--- config.mk ---
export PLATFORM = sky130hd
export DESIGN_NAME = term_key_decoder
export DESIGN_NICKNAME = d
export VERILOG_FILES = /design/src/rtl/term_key_pkg.sv /design/src/rtl/term_esc_timer.sv /design/src/rtl/term_key_decoder.sv
export SDC_FILE = /design/constraint.sdc
export NUM_CORES = 1
export LEC_CHECK = 0
export BUFFER_PORTS_ARGS = -buffer_cell sky130_fd_sc_hd__buf_2
export CAP_MARGIN = 20
export CORE_MARGIN = 3
export CORE_UTILIZATION = 45
export CTS_BUF_LIST = sky130_fd_sc_hd__clkbuf_8
export DETAILED_ROUTE_END_ITERATION = 10
export PLACE_DENSITY = 0.67
export SLEW_MARGIN = 30
export SYNTH_ARGS = -nofsm -noshare
export SYNTH_HDL_FRONTEND = slang
export SYNTH_SLANG_ARGS = --single-unit
--- constraint.sdc ---
create_clock -name clk -period 5.6 [get_ports clk]
set_input_delay 0.28 -clock clk [delete_from_list [all_inputs] [get_ports clk]]
set_output_delay 0.28 -clock clk [all_outputs]
set_load 0.02 [all_outputs]
--- src/rtl/term_key_pkg.sv ---
// ---------------------------------------------------------------------------
// term_key_pkg
// Shared types and constants for the terminal key decoder:
//   key_code_e   - key event codes carried on ev_code
//   state_e      - decoder FSM states
//   ASCII_*      - byte values recognised by the escape-sequence parser
//   csi_tilde_key - maps the digit of an "ESC [ n ~" sequence to its key
// ---------------------------------------------------------------------------
package term_key_pkg;

  typedef enum logic [3:0] {
    KEY_CHAR  = 4'd0,
    KEY_LEFT  = 4'd1,
    KEY_RIGHT = 4'd2,
    KEY_UP    = 4'd3,
    KEY_DOWN  = 4'd4,
    KEY_BS    = 4'd5,
    KEY_DEL   = 4'd6,
    KEY_ENTER = 4'd7,
    KEY_INS   = 4'd8,
    KEY_ESC   = 4'd9,
    KEY_HOME  = 4'd10,
    KEY_END   = 4'd11
  } key_code_e;

  typedef enum logic [2:0] {
    ST_IDLE      = 3'd0,
    ST_ESC       = 3'd1,
    ST_CSI       = 3'd2,
    ST_CSI_NUM   = 3'd3,
    ST_UTF8_CONT = 3'd4
  } state_e;

  localparam logic [7:0] ASCII_ESC      = 8'h1B;
  localparam logic [7:0] ASCII_CR       = 8'h0D;
  localparam logic [7:0] ASCII_LF       = 8'h0A;
  localparam logic [7:0] ASCII_BS       = 8'h08;
  localparam logic [7:0] ASCII_DEL      = 8'h7F;
  localparam logic [7:0] ASCII_LBRACKET = 8'h5B;
  localparam logic [7:0] ASCII_O        = 8'h4F;
  localparam logic [7:0] ASCII_TILDE    = 8'h7E;

  // Digit '1'..'4' of "ESC [ n ~" selects HOME / INS / DEL / END.
  function automatic key_code_e csi_tilde_key(input logic [7:0] digit);
    case (digit)
      8'h31:   csi_tilde_key = KEY_HOME;
      8'h32:   csi_tilde_key = KEY_INS;
      8'h33:   csi_tilde_key = KEY_DEL;
      default: csi_tilde_key = KEY_END;
    endcase
  endfunction

endpackage

--- src/rtl/term_esc_timer.sv ---
// ---------------------------------------------------------------------------
// term_esc_timer
// Idle counter used to decide that a lone ESC byte is a real ESC key press.
// Ports:
//   clk, rst  - clock, asynchronous active-high reset
//   clear     - restart the count (ESC byte accepted)
//   tick      - one idle cycle spent waiting in the ESC state
//   expire    - the count reaches ESC_TIMEOUT on this cycle, or already has
//   full      - the count sits at ESC_TIMEOUT (expired, not yet serviced)
// Parameters: ESC_TIMEOUT (idle cycles), CNT_W (counter width).
// ---------------------------------------------------------------------------
module term_esc_timer #(
  parameter int ESC_TIMEOUT = 1000,
  parameter int CNT_W       = 16
) (
  input  logic clk,
  input  logic rst,
  input  logic clear,
  input  logic tick,
  output logic expire,
  output logic full
);

  localparam logic [CNT_W-1:0] LIMIT    = CNT_W'(ESC_TIMEOUT);
  localparam logic [CNT_W-1:0] LIMIT_M1 = CNT_W'(ESC_TIMEOUT - 1);
  localparam logic [CNT_W-1:0] ONE      = CNT_W'(1);

  logic [CNT_W-1:0] cnt;

  // Saturates at LIMIT so a timeout that cannot be serviced yet is remembered.
  always_ff @(posedge clk or posedge rst) begin
    if (rst) begin
      cnt <= '0;
    end else if (clear) begin
      cnt <= '0;
    end else if (tick && !full) begin
      cnt <= cnt + ONE;
    end
  end

  assign full   = (cnt == LIMIT);
  // Expiry is flagged on the idle cycle whose increment reaches LIMIT.
  assign expire = full || (tick && (cnt == LIMIT_M1));

endmodule

--- src/rtl/term_key_decoder.sv ---
// ---------------------------------------------------------------------------
// term_key_decoder
// Turns a stream of terminal bytes into key events: printable ASCII, ENTER,
// backspace, arrows, HOME/END/INS/DEL from ESC/CSI/SS3 sequences, and a lone
// ESC after ESC_TIMEOUT idle cycles.
// Ports:
//   clk, rst            - clock, asynchronous active-high reset
//   in_valid/in_data    - byte input, taken when in_valid && in_ready
//   in_ready            - byte accepted this cycle when high
//   ev_valid/ev_ready   - event output handshake (single output register)
//   ev_code             - key_code_e of the held event
//   ev_rune             - code point for KEY_CHAR, zero for other keys
//   err_pulse           - one-cycle pulse for a malformed or dropped byte
// Parameters: ESC_TIMEOUT, CNT_W (see term_esc_timer).
// Build option: define TERM_KEY_UTF8_EN to decode UTF-8 multi-byte
// characters; without it every byte >= 0x80 is reported as an error.
// ---------------------------------------------------------------------------
module term_key_decoder
  import term_key_pkg::*;
#(
  parameter int ESC_TIMEOUT = 1000,
  parameter int CNT_W       = 16
) (
  input  logic        clk,
  input  logic        rst,
  input  logic        in_valid,
  input  logic [7:0]  in_data,
  output logic        in_ready,
  output logic        ev_valid,
  input  logic        ev_ready,
  output logic [3:0]  ev_code,
  output logic [20:0] ev_rune,
  output logic        err_pulse
);

`ifdef TERM_KEY_UTF8_EN
  localparam int RUNE_W = 21;
`else
  localparam int RUNE_W = 7;
`endif

  state_e            state;
  key_code_e         code_q;
  key_code_e         csi_key;
  logic [RUNE_W-1:0] rune_q;
  logic              ev_valid_q;
  logic              err_q;
  logic              cr_seen;

  logic out_free;
  logic accept;
  logic esc_clear;
  logic esc_tick;
  logic esc_expire;
  logic esc_full;

`ifdef TERM_KEY_UTF8_EN
  logic [20:0] acc_q;
  logic [1:0]  remain_q;
  logic [20:0] acc_next;

  assign acc_next = {acc_q[14:0], in_data[5:0]};
`endif

  // The output register frees this cycle when empty or being taken.
  assign out_free  = !ev_valid_q || ev_ready;
  // A serviced-late ESC timeout owns the output slot before any new byte.
  assign in_ready  = out_free && !((state == ST_ESC) && esc_full);
  assign accept    = in_valid && in_ready;
  assign esc_clear = accept && (state == ST_IDLE) && (in_data == ASCII_ESC);
  assign esc_tick  = (state == ST_ESC) && !accept;

  term_esc_timer #(
    .ESC_TIMEOUT (ESC_TIMEOUT),
    .CNT_W       (CNT_W)
  ) u_esc_timer (
    .clk    (clk),
    .rst    (rst),
    .clear  (esc_clear),
    .tick   (esc_tick),
    .expire (esc_expire),
    .full   (esc_full)
  );

  always_ff @(posedge clk or posedge rst) begin
    if (rst) begin
      state      <= ST_IDLE;
      ev_valid_q <= 1'b0;
      code_q     <= KEY_CHAR;
      rune_q     <= '0;
      err_q      <= 1'b0;
      cr_seen    <= 1'b0;
      csi_key    <= KEY_HOME;
`ifdef TERM_KEY_UTF8_EN
      acc_q      <= '0;
      remain_q   <= '0;
`endif
    end else begin
      err_q <= 1'b0;
      if (ev_ready) begin
        ev_valid_q <= 1'b0;
      end

      if (accept) begin
        cr_seen <= (in_data == ASCII_CR);
        case (state)
          ST_IDLE: begin
            if (in_data == ASCII_ESC) begin
              state <= ST_ESC;
            end else if ((in_data == ASCII_CR) || ((in_data == ASCII_LF) && !cr_seen)) begin
              ev_valid_q <= 1'b1;
              code_q     <= KEY_ENTER;
              rune_q     <= '0;
            end else if ((in_data == ASCII_BS) || (in_data == ASCII_DEL)) begin
              ev_valid_q <= 1'b1;
              code_q     <= KEY_BS;
              rune_q     <= '0;
            end else if ((in_data >= 8'h20) && (in_data <= 8'h7E)) begin
              ev_valid_q <= 1'b1;
              code_q     <= KEY_CHAR;
              rune_q     <= RUNE_W'(in_data);
            end else if (in_data[7]) begin
`ifdef TERM_KEY_UTF8_EN
              // Lead byte length decides how many continuation bytes follow.
              if (in_data[7:5] == 3'b110) begin
                acc_q    <= {16'd0, in_data[4:0]};
                remain_q <= 2'd1;
                state    <= ST_UTF8_CONT;
              end else if (in_data[7:4] == 4'b1110) begin
                acc_q    <= {17'd0, in_data[3:0]};
                remain_q <= 2'd2;
                state    <= ST_UTF8_CONT;
              end else if (in_data[7:3] == 5'b11110) begin
                acc_q    <= {18'd0, in_data[2:0]};
                remain_q <= 2'd3;
                state    <= ST_UTF8_CONT;
              end else begin
                err_q <= 1'b1;
              end
`else
              err_q <= 1'b1;
`endif
            end
            // Remaining control bytes, and LF right after CR, vanish quietly.
          end

          ST_ESC: begin
            if ((in_data == ASCII_LBRACKET) || (in_data == ASCII_O)) begin
              state <= ST_CSI;
            end else begin
              err_q <= 1'b1;
              state <= ST_IDLE;
            end
          end

          ST_CSI: begin
            state <= ST_IDLE;
            case (in_data)
              8'h41: begin ev_valid_q <= 1'b1; code_q <= KEY_UP;    rune_q <= '0; end
              8'h42: begin ev_valid_q <= 1'b1; code_q <= KEY_DOWN;  rune_q <= '0; end
              8'h43: begin ev_valid_q <= 1'b1; code_q <= KEY_RIGHT; rune_q <= '0; end
              8'h44: begin ev_valid_q <= 1'b1; code_q <= KEY_LEFT;  rune_q <= '0; end
              8'h48: begin ev_valid_q <= 1'b1; code_q <= KEY_HOME;  rune_q <= '0; end
              8'h46: begin ev_valid_q <= 1'b1; code_q <= KEY_END;   rune_q <= '0; end
              8'h31, 8'h32, 8'h33, 8'h34: begin
                csi_key <= csi_tilde_key(in_data);
                state   <= ST_CSI_NUM;
              end
              default: err_q <= 1'b1;
            endcase
          end

          ST_CSI_NUM: begin
            state <= ST_IDLE;
            if (in_data == ASCII_TILDE) begin
              ev_valid_q <= 1'b1;
              code_q     <= csi_key;
              rune_q     <= '0;
            end else begin
              err_q <= 1'b1;
            end
          end

`ifdef TERM_KEY_UTF8_EN
          ST_UTF8_CONT: begin
            if (in_data[7:6] == 2'b10) begin
              if (remain_q == 2'd1) begin
                ev_valid_q <= 1'b1;
                code_q     <= KEY_CHAR;
                rune_q     <= acc_next;
                state      <= ST_IDLE;
              end else begin
                acc_q    <= acc_next;
                remain_q <= remain_q - 2'd1;
              end
            end else begin
              // The partial character and the offending byte are both lost.
              err_q <= 1'b1;
              state <= ST_IDLE;
            end
          end
`endif

          default: state <= ST_IDLE;
        endcase
      end else if ((state == ST_ESC) && esc_expire && out_free) begin
        ev_valid_q <= 1'b1;
        code_q     <= KEY_ESC;
        rune_q     <= '0;
        state      <= ST_IDLE;
      end
    end
  end

  assign ev_valid  = ev_valid_q;
  assign ev_code   = code_q;
  assign ev_rune   = 21'(rune_q);
  assign err_pulse = err_q;

endmodule

==> metrics.txt <==
pin count of the biggest net entering global routing 37; Synth warnings 0; Post-synth top flop dfrtp_1; H-tree depth 2; fmax 447 MHz; RSZ-0062 raised after global routing false; worst slew pin tran 0.693 ns; final number of setup-violating endpoints 0; IO buf count 25; commonest non-fill, non-tap cells in the layout dfrtp_1 (34), nor2_1 (30), buf_2 (25); post-synthesis register bit count 36; DRC Markers 0; register area share after synthesis 40.2%; GR Layer Usage met3 4.37%; WHS 0.0810 ns; Finished Layout Cells 340; leakage 1.11 nW; fin crit share 39.9%; Worst Path Arrival 2.41 ns; syn_area_per_cell 8.98 um2; commonest non-fill, non-tap cell in the layout dfrtp_1; clk_skew 0.00887 ns; MaxCap Viol Count 0; Post-Route Setup TNS 0 ns; Iter 0 DRT Violations 119; CP max FO 11; PwrDens 297 mW/mm2; Final ANT Viol Nets 0; WS Path Type reg2reg; via count 1843; share of the synthesized area in the top cell type 37.9%; Slew Viols, Final 0; Die Span X 76.6 um; Cell variety after synth 54; placed cell count 332; total CTS buffers 5; die area 0.00587 mm2; initial antenna violation count 0; postcts setup bufs 0; slew margin rel. 53.4%; Mapped Area 0.00224 mm2; Pwr Total 0.000728 W; EDFF count, synth 0; CTS Buffer Depth 2; nets 286; nature of the critical path startpoint flop; CTS tree yes; CTS resizes 0; met1 usage 25.8%; die height 76.6 um; ANT cells 0; clock sinks 36; first-pass GRT wire length 8.18 mm; M2 GR Usage 23.3%; Post-CTS Hold Fix Bufs 0; area of the core 0.00479 mm2; Clock Latency Late Sink 0.29 ns; RD Place Congestion 0.857; Gate Count Post-Synth 250; Starting Density 46.9%; WL/cell 13.9 um; Max VDD drop 0.000173 V; drt via density 5.42; Layout area overhead 9.20%; outcome finished clean; gr usage total 17.2%; top cells by area, synth dfrtp_1 (38%), xor2_1 (5.5%), nor2_1 (5.2%); Data required, critical path 5.77 ns; asr flop ratio synth 100%; DR pass1 iterations 5; final WL 4.74 mm; Final Hold Fails 0; vias in the first global route 1714; share of cells above drive strength 1 17.2%; largest area contributor in the netlist dfrtp_1; hpwl dp 3.40 mm; GRT Max-Usage Layer met1; Setup WS pre-CTS 3.38 ns; GRT overflow 0; minimum clock period 2.24 ns; Rows 25; CTS root buf clkbuf_8; Ports 40; CTS clk-pin slew, worst paths 0.08 ns; setup ws final 3.36 ns; element type at the critical path end flop; Hold Crit Class in2async
## logic make-up (layout without fill, tap and decap cells)
logic type | Yosys count | count (layout) | synth area share, %
buffers and inverters | 35 | 45 | 8.70
XOR/XNOR | 18 | 18 | 7.02
other | 1 | 14 | 0.167
AND/OR/NAND/NOR | 106 | 106 | 24.5
flip-flops | 36 | 36 | 40.2
adder cells (fa/ha/maj) | 2 | 2 | 1.11
multiplexers | 4 | 4 | 2.01
AO/OA/AOI/OAI | 48 | 48 | 16.2
## path summary, 6_finish.rpt
kind	startpoint	end	slack [ns]	cells after the start
setup reg to reg	u_esc_timer.cnt[11]	ev_code[2]	3.36	6
min in group clk	in_data[5]	rune_q[5]	0.30	2
setup / recovery	u_esc_timer.cnt[11]	ev_code[2]	3.36	6
max in group asynchronous	rst	csi_key[3]	5.16	3
hold / removal	rst	rune_q[5]	0.08	3
hold reg to reg	csi_key[0]	csi_key[0]	0.50	1
## synthesized netlist by cell type (2+ instances only)
cell,instances
nor4_1,3
nand4_1,4
dfstp_2,2
clkbuf_1,5
nor2_1,31
nor2b_1,4
o21ai_0,5
dfrtp_1,34
nand2_1,22
and3_1,2
a31oi_1,7
a21oi_1,8
nand3_1,12
nor3_1,11
a22o_1,9
buf_4,14
o41ai_1,2
o21ai_1,2
nand2b_1,4
or3_1,2
nor4_4,2
mux2_1,3
ha_1,2
xnor2_1,4
xor2_1,14
inv_1,11
a221oi_1,2
buf_2,3
## worst max-delay path, cell delays in order, from the launching register on
cell and delay, ns:
dfrtp_1 0.42, or4_4 0.58, nor4_4 0.24, nand2_2 0.12, o31ai_4 0.26, o21ai_2 0.21
a22o_1 0.28
## registers in the layout (all words and copies together) (netlist names)
name and flops:
ev_code 4, u_esc_timer.cnt 16, csi_key 4, err_pulse 1, ev_valid 1, state 2, rune_q 7, cr_seen 1
## final cells by class
cell class | count | area (um2)
timing repair buffer | 26 | 133
inverter | 11 | 41.3
clock inverter | 2 | 10.0
sequential | 36 | 903
tap | 67 | 83.8
multi-input combinational | 192 | 1200
fill | 450 | 2330
clock buffer | 6 | 82.6
## metal layers
metal / share of wire (%) / wire length, um
met1: 51 / 2420
met2: 42 / 1980
met3: 6.3 / 300
met4: 0.89 / 42
met5: 0 / 0
## per-stage QoR
step | instance area (um2) | util (%)
2_1_floorplan | 2290 | -
3_3_place_gp | 2360 | 49.2
3_5_place_dp | 2360 | 49.3
4_1_cts | 2450 | 51.2
5_1_grt | 2450 | 51.2
6_report | 2450 | 51.2
## where the power goes
part           total (W)  internal [W]  switching [W]  leakage, nW
Sequential      0.000336      0.000297      0.0000381        0.472
Clock           0.000190     0.0000981      0.0000915       0.0510
Combinational   0.000203     0.0000730       0.000130        0.586
Total           0.000728      0.000468       0.000260         1.11
(Power assumes the default switching activity.)
